--- config.mk ---
export PLATFORM = sky130hd
export DESIGN_NAME = pll_nco_clock_enables_flat
export DESIGN_NICKNAME = d
export VERILOG_FILES = /design/src/rtl/pll_nco_clock_enables_if.sv /design/src/rtl/pll_nco_clock_enables.sv /design/src/flat_wrapper.sv
export SDC_FILE = /design/constraint.sdc
export NUM_CORES = 1
export LEC_CHECK = 0
export CAP_MARGIN = 40
export CORE_UTILIZATION = 25
export CTS_CLUSTER_DIAMETER = 120
export DETAILED_ROUTE_END_ITERATION = 12
export PLACE_DENSITY = 0.47
export RECOVER_POWER = 50
export REMOVE_ABC_BUFFERS = 1
export SLEW_MARGIN = 20
export SYNTH_ARGS = -nofsm -noshare
export SYNTH_HDL_FRONTEND = slang
export SYNTH_SLANG_ARGS = --single-unit
--- constraint.sdc ---
create_clock -name clock_in -period 10.3 [get_ports clock_in]
set_input_delay 1.03 -clock clock_in [delete_from_list [all_inputs] [get_ports clock_in]]
set_output_delay 1.03 -clock clock_in [all_outputs]
set_load 0.05 [all_outputs]
--- src/rtl/pll_nco_clock_enables_if.sv ---
// Configuration bus for the NCO clock-enable generator: per-channel increment writes
// and the per-channel "retune pending" status flags.
interface pll_nco_clock_enables_if #(
  parameter int CHANNELS = 3,
  parameter int ACC_W    = 24
);
  localparam int AW = (CHANNELS > 1) ? $clog2(CHANNELS) : 1;

  logic                cfg_we;
  logic [AW-1:0]       cfg_addr;
  logic [ACC_W-1:0]    cfg_data;
  logic [CHANNELS-1:0] cfg_pending;

  modport master (output cfg_we, cfg_addr, cfg_data, input cfg_pending);
  modport slave  (input cfg_we, cfg_addr, cfg_data, output cfg_pending);
endinterface

--- src/rtl/pll_nco_clock_enables.sv ---
// Multi-channel phase-accumulator clock-enable generator, gated until PLL lock has settled.
// Retunes are staged and applied on the channel's next wrap so the period never glitches.
module pll_nco_clock_enables #(
  parameter int CHANNELS      = 3,
  parameter int ACC_W         = 24,
  parameter int SETTLE_CYCLES = 1024,
  parameter logic [CHANNELS*ACC_W-1:0] INIT_INC = {CHANNELS{ACC_W'(24'h200000)}}
) (
  input  logic                    clock_in,
  input  logic                    reset,
  input  logic                    pll_locked,
  pll_nco_clock_enables_if.slave  cfg,
  output logic                    running,
  output logic [CHANNELS-1:0]     ce,
  output logic [CHANNELS-1:0]     sq
);
  localparam int AW    = (CHANNELS > 1) ? $clog2(CHANNELS) : 1;
  localparam int CNT_W = $clog2(SETTLE_CYCLES);

  typedef enum logic [1:0] {S_OFF, S_SETTLE, S_RUN} state_t;

  logic             lock_meta_reg;
  logic             lock_sync_reg;
  state_t           state_reg, state_next;
  logic [CNT_W-1:0] cnt_reg, cnt_next;

  always_ff @(posedge clock_in or posedge reset) begin
    if (reset) begin
      lock_meta_reg <= 1'b0;
      lock_sync_reg <= 1'b0;
    end else begin
      lock_meta_reg <= pll_locked;
      lock_sync_reg <= lock_meta_reg;
    end
  end

  always_ff @(posedge clock_in or posedge reset) begin
    if (reset) begin
      state_reg <= S_OFF;
      cnt_reg   <= '0;
    end else begin
      state_reg <= state_next;
      cnt_reg   <= cnt_next;
    end
  end

  // RUN is entered on the edge where the settle counter lands on SETTLE_CYCLES-1.
  always_comb begin
    state_next = state_reg;
    cnt_next   = cnt_reg;
    case (state_reg)
      S_OFF: begin
        cnt_next = '0;
        if (lock_sync_reg) state_next = S_SETTLE;
      end
      S_SETTLE: begin
        cnt_next = cnt_reg + 1'b1;
        if (cnt_reg == CNT_W'(SETTLE_CYCLES - 2)) state_next = S_RUN;
      end
      S_RUN: begin
        cnt_next = cnt_reg;
      end
      default: begin
        state_next = S_OFF;
        cnt_next   = '0;
      end
    endcase
    if (!lock_sync_reg) begin
      state_next = S_OFF;
      cnt_next   = '0;
    end
  end

  assign running = (state_reg == S_RUN);

  for (genvar gi = 0; gi < CHANNELS; gi++) begin : g_ch
    logic [ACC_W-1:0] acc_reg;
    logic [ACC_W-1:0] inc_reg;
    logic [ACC_W-1:0] staged_reg;
    logic             ce_reg;
    logic             pending_reg;
    logic [ACC_W:0]   sum;
    logic             wr_hit;
    logic             take_staged;

    assign sum    = {1'b0, acc_reg} + {1'b0, inc_reg};
    assign wr_hit = cfg.cfg_we && (cfg.cfg_addr == AW'(gi));
    // A stopped channel (inc=0) never wraps, so its staged value is taken at once.
    assign take_staged = running && lock_sync_reg && pending_reg &&
                         (sum[ACC_W] || (inc_reg == '0));

    always_ff @(posedge clock_in or posedge reset) begin
      if (reset) begin
        acc_reg     <= '0;
        ce_reg      <= 1'b0;
        inc_reg     <= INIT_INC[gi*ACC_W +: ACC_W];
        staged_reg  <= '0;
        pending_reg <= 1'b0;
      end else begin
        if (!lock_sync_reg) begin
          acc_reg <= '0;
          ce_reg  <= 1'b0;
        end else if (running) begin
          acc_reg <= sum[ACC_W-1:0];
          ce_reg  <= sum[ACC_W];
        end
        if (take_staged) begin
          inc_reg     <= staged_reg;
          pending_reg <= 1'b0;
        end
        // A write on the wrap edge lands after the swap and stays pending.
        if (wr_hit) begin
          staged_reg  <= cfg.cfg_data;
          pending_reg <= 1'b1;
        end
      end
    end

    assign ce[gi]              = ce_reg;
    assign sq[gi]              = acc_reg[ACC_W-1];
    assign cfg.cfg_pending[gi] = pending_reg;
  end
endmodule

--- src/flat_wrapper.sv ---
// flat-port wrapper written by rule: the top's interface ports become plain ports
module pll_nco_clock_enables_flat 
#(
  parameter int CHANNELS      = 3,
  parameter int ACC_W         = 24,
  parameter int SETTLE_CYCLES = 1024,
  parameter logic [CHANNELS*ACC_W-1:0] INIT_INC = {CHANNELS{ACC_W'(24'h200000)}}
)
  (clock_in, reset, pll_locked, running, ce, sq, cfg_cfg_we, cfg_cfg_addr, cfg_cfg_data, cfg_cfg_pending);
  pll_nco_clock_enables_if #(.CHANNELS(CHANNELS), .ACC_W(ACC_W)) cfg_i ();
  input  logic clock_in;
  input  logic reset;
  input  logic pll_locked;
  output logic running;
  output logic [CHANNELS-1:0] ce;
  output logic [CHANNELS-1:0] sq;
  input wire logic [$bits(cfg_i.cfg_we)-1:0] cfg_cfg_we;
  input wire logic [$bits(cfg_i.cfg_addr)-1:0] cfg_cfg_addr;
  input wire logic [$bits(cfg_i.cfg_data)-1:0] cfg_cfg_data;
  output wire logic [$bits(cfg_i.cfg_pending)-1:0] cfg_cfg_pending;
  assign cfg_i.cfg_we = cfg_cfg_we;
  assign cfg_i.cfg_addr = cfg_cfg_addr;
  assign cfg_i.cfg_data = cfg_cfg_data;
  assign cfg_cfg_pending = cfg_i.cfg_pending;
  pll_nco_clock_enables #(.CHANNELS(CHANNELS), .ACC_W(ACC_W), .SETTLE_CYCLES(SETTLE_CYCLES), .INIT_INC(INIT_INC)) u_core (.clock_in(clock_in), .reset(reset), .pll_locked(pll_locked), .cfg(cfg_i), .running(running), .ce(ce), .sq(sq));
endmodule
# After elaboration in Yosys (flattened, before gate mapping)
# Cells that the tools add are included.
op_classes:
  reduce_logical: 22
  n_lt_le_gt_ge: 0
  mux: 23
  div: 0
  n_shift: 0
  eq_ne: 8
  bitwise: 0
  n_addsub: 4
  multipliers: 0
op_table:
  columns: ["op", "n"]
  rows:
  - ["$mux W24", 6]
  - ["$add A24 B24 Y25", 3]
  - ["$logic_not A24 Y1", 3]
  - ["$pmux W10 S2", 1]
  - ["$mux W1", 12]
  - ["$add A10 B1 Y10 const B", 1]
  - ["$eq A10 B10 Y1 const B", 1]
  - ["$logic_and A1 B1 Y1", 10]
  - ["$mux W10", 1]
  - ["$pmux W2 S3", 1]
  - ["$reduce_bool A2 Y1", 3]
  - ["$eq A2 B1 Y1 const B", 2]
  - ["$eq A2 B2 Y1 const B", 2]
  - ["$logic_not A2 Y1", 2]
  - ["$mux W2", 2]
  - ["$logic_or A1 B1 Y1", 3]
  - ["$ne A3 B3 Y1 const B", 1]
  - ["$ne A2 B1 Y1 const B", 1]
  - ["$ne A2 B2 Y1 const B", 1]
  - ["$reduce_and A2 Y1", 1]
word_totals:
  mem_bits_ro: 0
  n_memories: 0
  regBits: 236
  word_cells: 76
  ramBits: 0
  latchBits: 0

# Depth between registers and ports, before layout
# Gate-level depths: netlist (run 1).
depth:
  depth_word: 6
  depth_mapped: 13
  ltp_nobuf: 10

# Worst setup path before layout (run 1)
# Ideal clock, no wire load.
synth_timing:
  path_kind: "register to register"
  startpoint: "reg u_core.g_ch[1].inc_reg[0]"
  endpoint: "reg u_core.g_ch[1].inc_reg[12]"
  path_stages_with_launch: 13
  required_ns: 10.175
  t_arrival_ns: 3.016
  synth_period_minus_slack_ns: 3.141
  path_slack_ns: 7.159
  setup_time_ns: 0.125
  cell_sequence: "dfrtp_1 ha_1 fa_1 a21oi_1 o211ai_1 a31oi_2 o21ai_2 a21o_1 a311o_1 o211a_1 buf_6 buf_6 mux2_4"
synth_via:
  elab_chain_cells: 3
synth_lines:
  columns: ["item", "line", "text"]
  rows:
  - ["start, declared", "pll_nco_clock_enables.sv:78", "logic [ACC_W-1:0] inc_reg;"]
  - ["start signal, assigned", "pll_nco_clock_enables.sv:96", "inc_reg <= INIT_INC[gi*ACC_W +: ACC_W];"]
  - ["start signal, assigned", "pll_nco_clock_enables.sv:108", "inc_reg <= staged_reg;"]
  - ["$add A24 B24 Y25 or $logic_not A24 Y1 (tied branches)", "pll_nco_clock_enables.sv:86, pll_nco_clock_enables.sv:90", null]
  - ["$logic_or A1 B1 Y1 *", "pll_nco_clock_enables.sv:90", "(sum[ACC_W] || (inc_reg == '0));"]
  - ["$logic_and A1 B1 Y1 *", "pll_nco_clock_enables.sv:89", "assign take_staged = running && lock_sync_reg && pending_reg &&"]
# Every way passes the cells marked *; elsewhere a longest branch is shown, timed or not.
# A chain may end at the register's enable or synchronous reset.

==> results of run 1 <==
==> metrics by stage <==
stage	utilization [%]	setup WS, ns	power [mW]	hold slack (ns)
final	29.8	4.48	2.22	0.360
after global routing	29.8	3.47	2.31	0.391
after CTS	29.8	5.85	2.25	0.368
after detailed placement	27.8	6.44	1.15	0.354
after global placement	27.6	6.25	1.15	0.346
after floorplan	-	2.80	1.09	0.331
==> synth_stat cells, types with 4 or more instances <==
cell | number | area [sq um]
o31ai_1 | 10 | 75.1
or2_2 | 4 | 25.0
o21ai_1 | 6 | 30.0
a31oi_1 | 15 | 93.8
inv_1 | 27 | 101
o21a_1 | 11 | 82.6
a311o_1 | 4 | 40.0
nand2b_1 | 4 | 25.0
xnor2_1 | 34 | 298
a22o_1 | 18 | 158
mux2_2 | 100 | 1130
nand3_1 | 28 | 140
a211oi_1 | 11 | 82.6
clkbuf_1 | 34 | 128
a21o_1 | 35 | 263
and2_1 | 6 | 37.5
o22a_1 | 8 | 70.1
o21bai_1 | 10 | 75.1
o211ai_1 | 13 | 97.6
or3_1 | 6 | 37.5
buf_2 | 6 | 30.0
xor2_1 | 10 | 87.6
nand4_1 | 20 | 125
nor2b_1 | 8 | 50.1
o21ai_0 | 56 | 280
a21oi_1 | 88 | 440
mux2_4 | 11 | 165
a211o_1 | 4 | 35.0
nor2_1 | 63 | 236
nor4_1 | 20 | 125
a311oi_1 | 4 | 35.0
buf_4 | 9 | 67.6
nand4b_1 | 6 | 52.6
ha_1 | 74 | 926
nor3_1 | 11 | 55.1
nand3b_1 | 13 | 97.6
buf_1 | 8 | 30.0
and3_1 | 15 | 93.8
dfrtp_1 | 233 | 5830
nand2_1 | 125 | 469
==> metal layers <==
layer	part of all wire (%)	vias up	track usage [%]
met3	3.1	44	1.57
met5	0	-	0
met2	47	144	22.5
met1	47	4772	18.5
li1	-	4614	-
met4	2.5	0	4.42
==> kinds of logic after synthesis <==
family	after synthesis	share of synthesized area (%)
flops	236	45.9
simple gates	337	12.7
compound gates	331	17.2
fa+ha+maj	77	7.67
buf+inv	89	3.11
mux	115	10.4
xor+xnor	44	3.00
==> where the power goes <==
part | total [mW] | leakage, nW | switching, mW | internal [mW]
Sequential | 1.01 | 3.11 | 0.0322 | 0.982
Clock | 1.09 | 0.480 | 0.419 | 0.667
Combinational | 0.117 | 3.27 | 0.0602 | 0.0565
==> final timing paths <==
check / start / endpoint / slack [ns] / cells after the start
worst min register to register: u_core.lock_meta_reg / u_core.lock_sync_reg / 0.36 / 0
min in group asynchronous: reset / u_core.g_ch[0].inc_reg[1] / 1.51 / 2
worst max register to register: u_core.lock_sync_reg / u_core.g_ch[1].inc_reg[20] / 5.28 / 7
worst min-delay path: u_core.lock_meta_reg / u_core.lock_sync_reg / 0.36 / 0
worst max-delay path: reset / u_core.g_ch[2].acc_reg[4] / 4.48 / 5
max in group clock_in: u_core.lock_sync_reg / u_core.g_ch[1].inc_reg[20] / 5.28 / 7
==> cell type report <==
| cell class | count | area share [%] |
|---|---|---|
| Sequential cell | 236 | 39.3 |
| Clock inverter | 15 | 1.49 |
| Inverter | 27 | 0.682 |
| Tap cell | 672 | 5.59 |
| Clock buffer | 39 | 5.27 |
| Multi-Input combinational cell | 904 | 43.6 |
| Timing Repair Buffer | 61 | 4.11 |
==> worst reg2reg max path, cell delays in order (launching register included) <==
cell,delay [ns]
dfrtp_1,0.32
clkbuf_1,1.44
inv_1,0.19
nor2_1,0.71
clkbuf_1,1.03
o211a_1,0.64
buf_16,0.22
mux2_2,0.35
==> impl_results.md, run 1 <==
* Non-Filler Instances at between 1500 and 2000
* DRC violations left at 0
* Clk slew on worst S/H paths at roughly 0.06 ns
* Placed cells at between 1500 and 2000
* Vias in the first global route at ~10000
* Worst stage delay on the critical path at approximately 2.7 ns
* Minimum clock period at 5.82 ns
* Design area at between 15000 and 20000 sq um
* Setup TNS at 0 ns
* # clock sinks at 236
* Peak VDD IR at around 0.12 mV
* RSZ-0062 raised after global routing: false
* Core area at a little over 50000 sq um
* CP cell instances: dlygate4sd3_1 -> clkinvlp_2 -> clkbuf_1 -> buf_4 -> buf_12
* Placed instance area at about 14000 sq um
* Most frequent cells in the layout: dfrtp_1 (233), nand2_1 (124), mux2_2 (100), a21oi_1 (88), ha_1 (74)
* Remaining antenna violation count after routing at 0
* Async set-or-reset flop fraction in the synthesized netlist at 100%
* CTS tree: yes
* Layout Nets at ~1400
* RePlAce Congestion at roughly 0.79
* # IOs at 40
* Routed wire per std cell at 18.0 um
* Worst-skew pair later-pin latency at 0.56 ns
* DPL Wire Length at approximately 24 mm
* Required time worst endpoint at between 10 and 15 ns
* Antenna Cells at 0
* DR vias at 9574
* Slowest cell on crit path: clkbuf_1
* Mapped Avg Cell Area at approximately 10 sq um
* CTS-repair resized insts at 0
* Endpoint type of the worst setup path: asynchronous set/reset pin
* Area growth from synthesis to layout at 17.0%
* Root Driver: clkbuf_16
* Max cap viols at 7
* Max clock buf depth at 3
* H-tree level count at 1
* Synthesized area at roughly 13000 sq um
* Power Density at approximately 150 nW/um^2
* Largest fanout on the critical path at 65
* Post-CTS Setup Bufs at 0
* Most common library cell in the layout ignoring fill and taps: dfrtp_1
* # port buffers at 39
* Remaining Overflow, GRT at 0
* Crit-path leading delay family: buffers and inverters
* Worst Skew at 0.0166 ns
* Initial core utilization at about a quarter
* Setup Viol. Count Final at 0
* Critical Path AT at around 6.6 ns
* DR vias/cell at 4.90
* DR iter-0 viols at between 500 and 600
* F_max at 172 MHz
* Synth unique cells at between 70 and 80
* Pleak at roughly 6.9 nW
* Fill cell count at roughly 5200
* Area of the multi-input gates at 6560 sq um
* HP Class: reg -> reg
* Crit start category: input pin
* Die width at roughly 230 um
* EDFF count, synth at 0
* Final Hold Vio Count at 0
* Largest net degree at the start of global routing at 112
* Share of layout cells above drive strength 1 at approximately 15%
* Rel. slew slack at -145%
* Die Ht at around 230 um
* FP Rows at 82
* Sequential share of the synthesized area at 45.9%
* CTS buffer count at 29
* Cells after Synth at between 1000 and 1500
* FF+latch count, synth at 236
* Router iterations before antenna repair at 4
* Initial antenna violation count at 0
* Kind of critical path: in -> async
* CTS Hold Bufs at 0
* FF+latch area at about 5900 sq um
* Max Slew Vio Count at between 200 and 300
* Final Cycle Share at roughly 57%
* Crit path buf inv count at 5
* Die area at between 50000 and 60000 sq um
* Total Routing Usage GR at roughly 14%
* Outcome: finished, violations left
* Synth warn at 0
* Detailed Route WL at between 30 and 40 mm
* Slew at the pin closest to its max-slew limit at between 3 and 4 ns
* Failing checks: max-capacitance violations, max-slew violations
* Main synth FF type: dfrtp_1
* First-pass GRT wire length at ~57 mm
(Power assumes the default switching activity.)
==> run 2: changes to the inputs <==
--- a/config.mk
+++ b/config.mk
@@ -9,7 +9,7 @@
 export CORE_UTILIZATION = 25
 export CTS_CLUSTER_DIAMETER = 120
 export DETAILED_ROUTE_END_ITERATION = 12
-export PLACE_DENSITY = 0.47
+export PLACE_DENSITY = 0.49
 export RECOVER_POWER = 50
 export REMOVE_ABC_BUFFERS = 1
 export SLEW_MARGIN = 20
==> constraint.sdc (replaced) <==
create_clock -name clock_in -period 5 [get_ports clock_in]
set_input_delay 0.5 -clock clock_in [delete_from_list [all_inputs] [get_ports clock_in]]
set_output_delay 0.5 -clock clock_in [all_outputs]
set_load 0.05 [all_outputs]
==> run 2 against run 1 <==
Net effect: the flow still finishes with violations (max-capacitance violations, max-slew violations); global-route usage is 0.31 points lower; setup slack worse by 3.1 ns; combinational power is 97% higher.
==> impl_results.md, run 2 (synthesis gave the netlist of run 1 again) <==
* Outcome: finished, violations left
* Failing checks: max-capacitance violations, max-slew violations
* Layout Nets at ~1400
* Pleak at roughly 6.8 nW
* CP cell instances: dlygate4sd3_1 -> clkinvlp_2 -> buf_16 -> clkbuf_2
* Worst hold slack at approximately 0.35 ns
* DRC violations left at 0
* DR vias at roughly 9500
* Rel. slew slack at -38.2%
* H-tree level count at 1
* Most common library cell in the layout ignoring fill and taps: dfrtp_1
* Worst Skew at ~0.011 ns
* Remaining antenna violation count after routing at 0
* Post-CTS Setup Bufs at 0
* Crit start category: input pin
* Slowest cell on crit path: clkbuf_2
* Area of the multi-input gates at between 6000 and 7000 sq um
* Worst stage delay on the critical path at about 1.3 ns
* Placed cells at 1895
* Remaining Overflow, GRT at 0
* Max cap viols at 6
* RSZ-0062 raised after global routing: false
* DR iter-0 viols at roughly 540
* Largest net degree at the start of global routing at between 100 and 150
* Required time worst endpoint at ~5.3 ns
* Peak VDD IR at 0.229 mV
* Max Slew Vio Count at ~230
* HP Class: reg -> reg
* RePlAce Congestion at 0.807
* Non-Filler Instances at 1945
* Final WS setup at between 1 and 1.5 ns
* Die Ht at ~230 um
* Vias in the first global route at around 9700
* # IOs at 40
* Die area at approximately 52000 sq um
* CTS-repair resized insts at 0
* Final Hold Vio Count at 0
* DP Worst Slack at between 1 and 1.5 ns
* Total Routing Usage GR at around an eighth
* FP Rows at roughly 80
* Fill cell count at approximately 5300
* Largest fanout on the critical path at 100
* Initial antenna violation count at 1
* Area growth from synthesis to layout at 15.9%
* Die width at 229 um
* CTS tree: yes
* FF+latch area at 5910 sq um
* Crit-path leading delay family: buffers and inverters
* Router iterations before antenna repair at 5
* Fin util at 29.5%
* F_max at between 200 and 300 MHz
* # port buffers at 39
* Minimum clock period at between 3 and 4 ns
* Endpoint type of the worst setup path: asynchronous set/reset pin
* Detailed Route WL at approximately 34 mm
* Setup Viol. Count Final at 0
* Most frequent cells in the layout: dfrtp_1 (233), nand2_1 (124), mux2_2 (100), a21oi_1 (88), ha_1 (74)
* DR vias/cell at 4.90
* Final Cycle Share at between 70% and 80%
* # clock sinks at 236
* Power Density at around 300 nW/um^2
* CTS buffer count at 29
* Clk slew on worst S/H paths at about 0.05 ns
* Initial core utilization at between 20 and 30%
* Worst-skew pair later-pin latency at between 0.5 and 0.6 ns
* Share of layout cells above drive strength 1 at between 10% and 20%
* DPL Wire Length at about 24 mm
* Kind of critical path: in -> async
* First-pass GRT wire length at 55.7 mm
* Slew at the pin closest to its max-slew limit at roughly 2.1 ns
* Routed wire per std cell at 17.7 um
* Crit path buf inv count at 4
* Root Driver: clkbuf_16
* Max clock buf depth at 3
* Core area at between 50000 and 60000 sq um
* CTS Hold Bufs at 0
* Critical Path AT at 3.94 ns
==> run 2: power by group <==
| part | total (mW) | leakage, nW | internal (mW) | switching (mW) |
|---|---|---|---|---|
| Sequential | 2.10 | 3.11 | 2.02 | 0.0741 |
| Clock | 2.09 | 0.456 | 1.24 | 0.844 |
| Combinational | 0.231 | 3.24 | 0.114 | 0.116 |
| Total | 4.41 | 6.80 | 3.38 | 1.03 |
==> run 2: area by class of cell <==
class / instances / share of cell area, %
Antenna cell: 1 / 0.0168
Clock inverter: 15 / 1.18
Multi-Input combinational cell: 904 / 44.0
Inverter: 27 / 0.688
Sequential cell: 236 / 39.7
Tap cell: 672 / 5.64
Timing Repair Buffer: 56 / 3.64
Clock buffer: 34 / 5.13
==> run 2: final timing paths <==
path	start	to	slack, ns	cells after the start
max in group clock_in	u_core.g_ch[1].inc_reg[0]	u_core.g_ch[1].inc_reg[16]	1.43	11
min	u_core.lock_meta_reg	u_core.lock_sync_reg	0.35	0
max	reset	u_core.g_ch[2].acc_reg[11]	1.39	4
min in group asynchronous	reset	u_core.g_ch[1].staged_reg[2]	0.82	2
max reg2reg	u_core.g_ch[1].inc_reg[0]	u_core.g_ch[1].inc_reg[16]	1.43	11
min reg2reg	u_core.lock_meta_reg	u_core.lock_sync_reg	0.35	0
==> run 2: worst register-to-register path: stages (launching register included) <==
cell	delay [ns]
dfrtp_1	0.39
ha_1	0.25
fa_1	0.42
a21oi_1	0.25
o211ai_1	0.15
a31oi_2	0.28
o21ai_2	0.16
a21o_1	0.22
a311o_1	0.37
o211a_1	0.40
buf_8	0.24
mux2_4	0.30
==> run 2: stage by stage <==
step	power [mW]	area (sq um)	setup TNS, ns
final	4.41	14900	0
after CTS	4.49	14900	0
after detailed placement	2.37	14000	0
after floorplan	2.25	12600	-459.37
after global placement	2.36	13900	0
after global routing	4.59	14900	0
==> run 2: routing by layer <==
layer	track usage, %	share of wire (%)	up-vias	wire (um)
met3	1.61	2.7	42	915
met5	0	0	-	0
met4	3.73	2.1	0	739
met1	17.8	48	4759	16400
li1	-	-	4598	-
met2	22.6	47	134	16300
==> run 3: changes to the inputs <==
--- a/config.mk
+++ b/config.mk
@@ -9,7 +9,7 @@
 export CORE_UTILIZATION = 25
 export CTS_CLUSTER_DIAMETER = 120
 export DETAILED_ROUTE_END_ITERATION = 12
-export PLACE_DENSITY = 0.49
+export PLACE_DENSITY = 0.47
 export RECOVER_POWER = 50
 export REMOVE_ABC_BUFFERS = 1
 export SLEW_MARGIN = 20
==> constraint.sdc (replaced) <==
create_clock -name clock_in -period 3.55 [get_ports clock_in]
set_input_delay 0.355 -clock clock_in [delete_from_list [all_inputs] [get_ports clock_in]]
set_output_delay 0.355 -clock clock_in [all_outputs]
set_load 0.05 [all_outputs]
==> run 3 against run 2 <==
Net effect: the run still ends with max-capacitance violations, max-slew violations left; sequential power increased by 40%; largest power group is now clock; non-clock buffer count is 6 higher; cell area up 0.30%; wire length grew 0.77%; register-to-register slack worse by 1.3 ns; largest cell class unchanged; global-route usage about the same; cell count rose by 0.36%; total power rose by 42%; utilization grew 0.089 points; count of clock-buffer cells in the layout increased by 2; critical path depth grew 7; combinational power up 42%.
==> impl_results.md, run 3 (synthesis gave the netlist of run 1 again) <==
* Outcome: finished, violations left
* Failing checks: max-capacitance violations, max-slew violations
* Initial core utilization at around a quarter
* DPL Wire Length at 24.5 mm
* Die area at ~52000 sq um
* Post-CTS Setup Bufs at 0
* Remaining Overflow, GRT at 0
* Die width at approximately 230 um
* Vias in the first global route at around 9700
* Max Slew Vio Count at 117
* Design area at ~15000 sq um
* Most frequent cells in the layout: dfrtp_1 (233), nand2_1 (124), mux2_2 (100), a21oi_1 (88), ha_1 (74)
* Power Density at ~420 nW/um^2
* Largest fanout on the critical path at 24
* Worst Skew at 0.0125 ns
* Critical Path AT at between 3 and 4 ns
* Final Cycle Share at 95.1%
* DR vias at 9517
* Antenna Cells at 0
* CTS buffer count at 29
* Root Driver: clkbuf_16
* DRC violations left at 0
* # port buffers at 39
* Max clock buf depth at 3
* Share of layout cells above drive strength 1 at around 16%
* Fill cell count at roughly 5200
* CTS-repair resized insts at 0
* Slew at the pin closest to its max-slew limit at ~1.8 ns
* H-tree level count at 1
* Area growth from synthesis to layout at 16.2%
* FP Rows at 82
* CTS Hold Bufs at 0
* FF+latch area at around 5900 sq um
* Slowest cell on crit path: fa_1
* Router iterations before antenna repair at 5
* Core area at between 50000 and 60000 sq um
* First-pass GRT wire length at roughly 56 mm
* Initial antenna violation count at 0
* F_max at 296 MHz
* Fin util at about 30%
* DR vias/cell at between 4 and 5
* Routed wire per std cell at roughly 18 um
* Area of the multi-input gates at 6560 sq um
* Max cap viols at 2
* CP cell instances: ha_1 -> fa_1 -> a21oi_1 -> o211ai_1 -> a31oi_2 -> o21ai_2 -> a21o_1 -> a311o_1 -> o211a_1 -> buf_12 -> mux2_1
* Endpoint type of the worst setup path: register
* DP Worst Slack at approximately 0.17 ns
* Clk slew on worst S/H paths at around 0.060 ns
* Worst-skew pair later-pin latency at 0.55 ns
* # clock sinks at approximately 240
* Setup Viol. Count Final at 0
* Most common library cell in the layout ignoring fill and taps: dfrtp_1
* Crit start category: register
* RePlAce Congestion at around 0.8
* Remaining antenna violation count after routing at 0
* Setup TNS at 0 ns
* Total Routing Usage GR at roughly an eighth
* Worst stage delay on the critical path at 0.42 ns
* RSZ-0062 raised after global routing: false
* Peak VDD IR at roughly 0.33 mV
* Detailed Route WL at roughly 35 mm
* Kind of critical path: reg -> reg
* HP Class: reg -> reg
* Minimum clock period at 3.38 ns
* Crit-path leading delay family: compound AO/OA/AOI/OAI gates
* CTS tree: yes
* Pleak at 6.84 nW
* Rel. slew slack at -20.1%
* Final Hold Vio Count at 0
* Final WS setup at between 0.15 and 0.2 ns
* # IOs at 40
* Layout Nets at about 1400
* Die Ht at between 200 and 250 um
* Crit path buf inv count at 1
* Largest net degree at the start of global routing at 83
* Worst hold slack at approximately 0.36 ns
* Required time worst endpoint at slightly below 4 ns
* Placed instance area at 14000 sq um
* DR iter-0 viols at about 540
[run 3: stage by stage]
stage               power (mW)  instances
CTS                       6.39       1952
finish                    6.28       1952
global route              6.52       1952
floorplan                 3.17       1167
global placement          3.33       1901
detailed placement        3.34       1901
[run 3: layout make-up]
| class | instances | area share (%) |
|---|---|---|
| tap | 672 | 5.63 |
| multi-input combinational | 904 | 43.9 |
| sequential | 236 | 39.5 |
| timing repair buffer | 62 | 3.75 |
| clock buffer | 36 | 5.37 |
| clock inverter | 15 | 1.12 |
| inverter | 27 | 0.703 |
[run 3: power breakdown]
group	total [mW]	switching (mW)	internal, mW	leakage, nW
Clock	3.00	1.19	1.81	0.471
Combinational	0.327	0.169	0.158	3.26
Sequential	2.95	0.100	2.85	3.11
Total	6.28	1.46	4.82	6.84
[run 3: path summary, 6_finish.rpt]
| kind | start | end | slack (ns) | depth (start not counted) |
|---|---|---|---|---|
| min in group asynchronous | reset | u_core.g_ch[0].staged_reg[0] | 0.81 | 2 |
| setup / recovery | u_core.g_ch[1].inc_reg[0] | u_core.g_ch[1].inc_reg[0] | 0.17 | 11 |
| max in group asynchronous | reset | u_core.g_ch[2].acc_reg[3] | 0.59 | 3 |
| hold / removal | u_core.lock_meta_reg | u_core.lock_sync_reg | 0.36 | 0 |
| setup reg to reg | u_core.g_ch[1].inc_reg[0] | u_core.g_ch[1].inc_reg[0] | 0.17 | 11 |
| hold reg to reg | u_core.lock_meta_reg | u_core.lock_sync_reg | 0.36 | 0 |
[run 3: worst reg2reg max path, delay by kind of cell (launching register included)]
family	cells	cell delay, ns
buffers and inverters	1	0.17
AOI/OAI and AO/OA	7	1.70
adders and majority gates	2	0.66
muxes	1	0.33
DFF	1	0.40
[run 3: routing by layer]
layer | GRT usage [%] | part of all wire (%)
met2 | 22.4 | 48
met4 | 3.40 | 2.0
met3 | 1.57 | 2.2
met1 | 18.1 | 48
met5 | 0 | 0
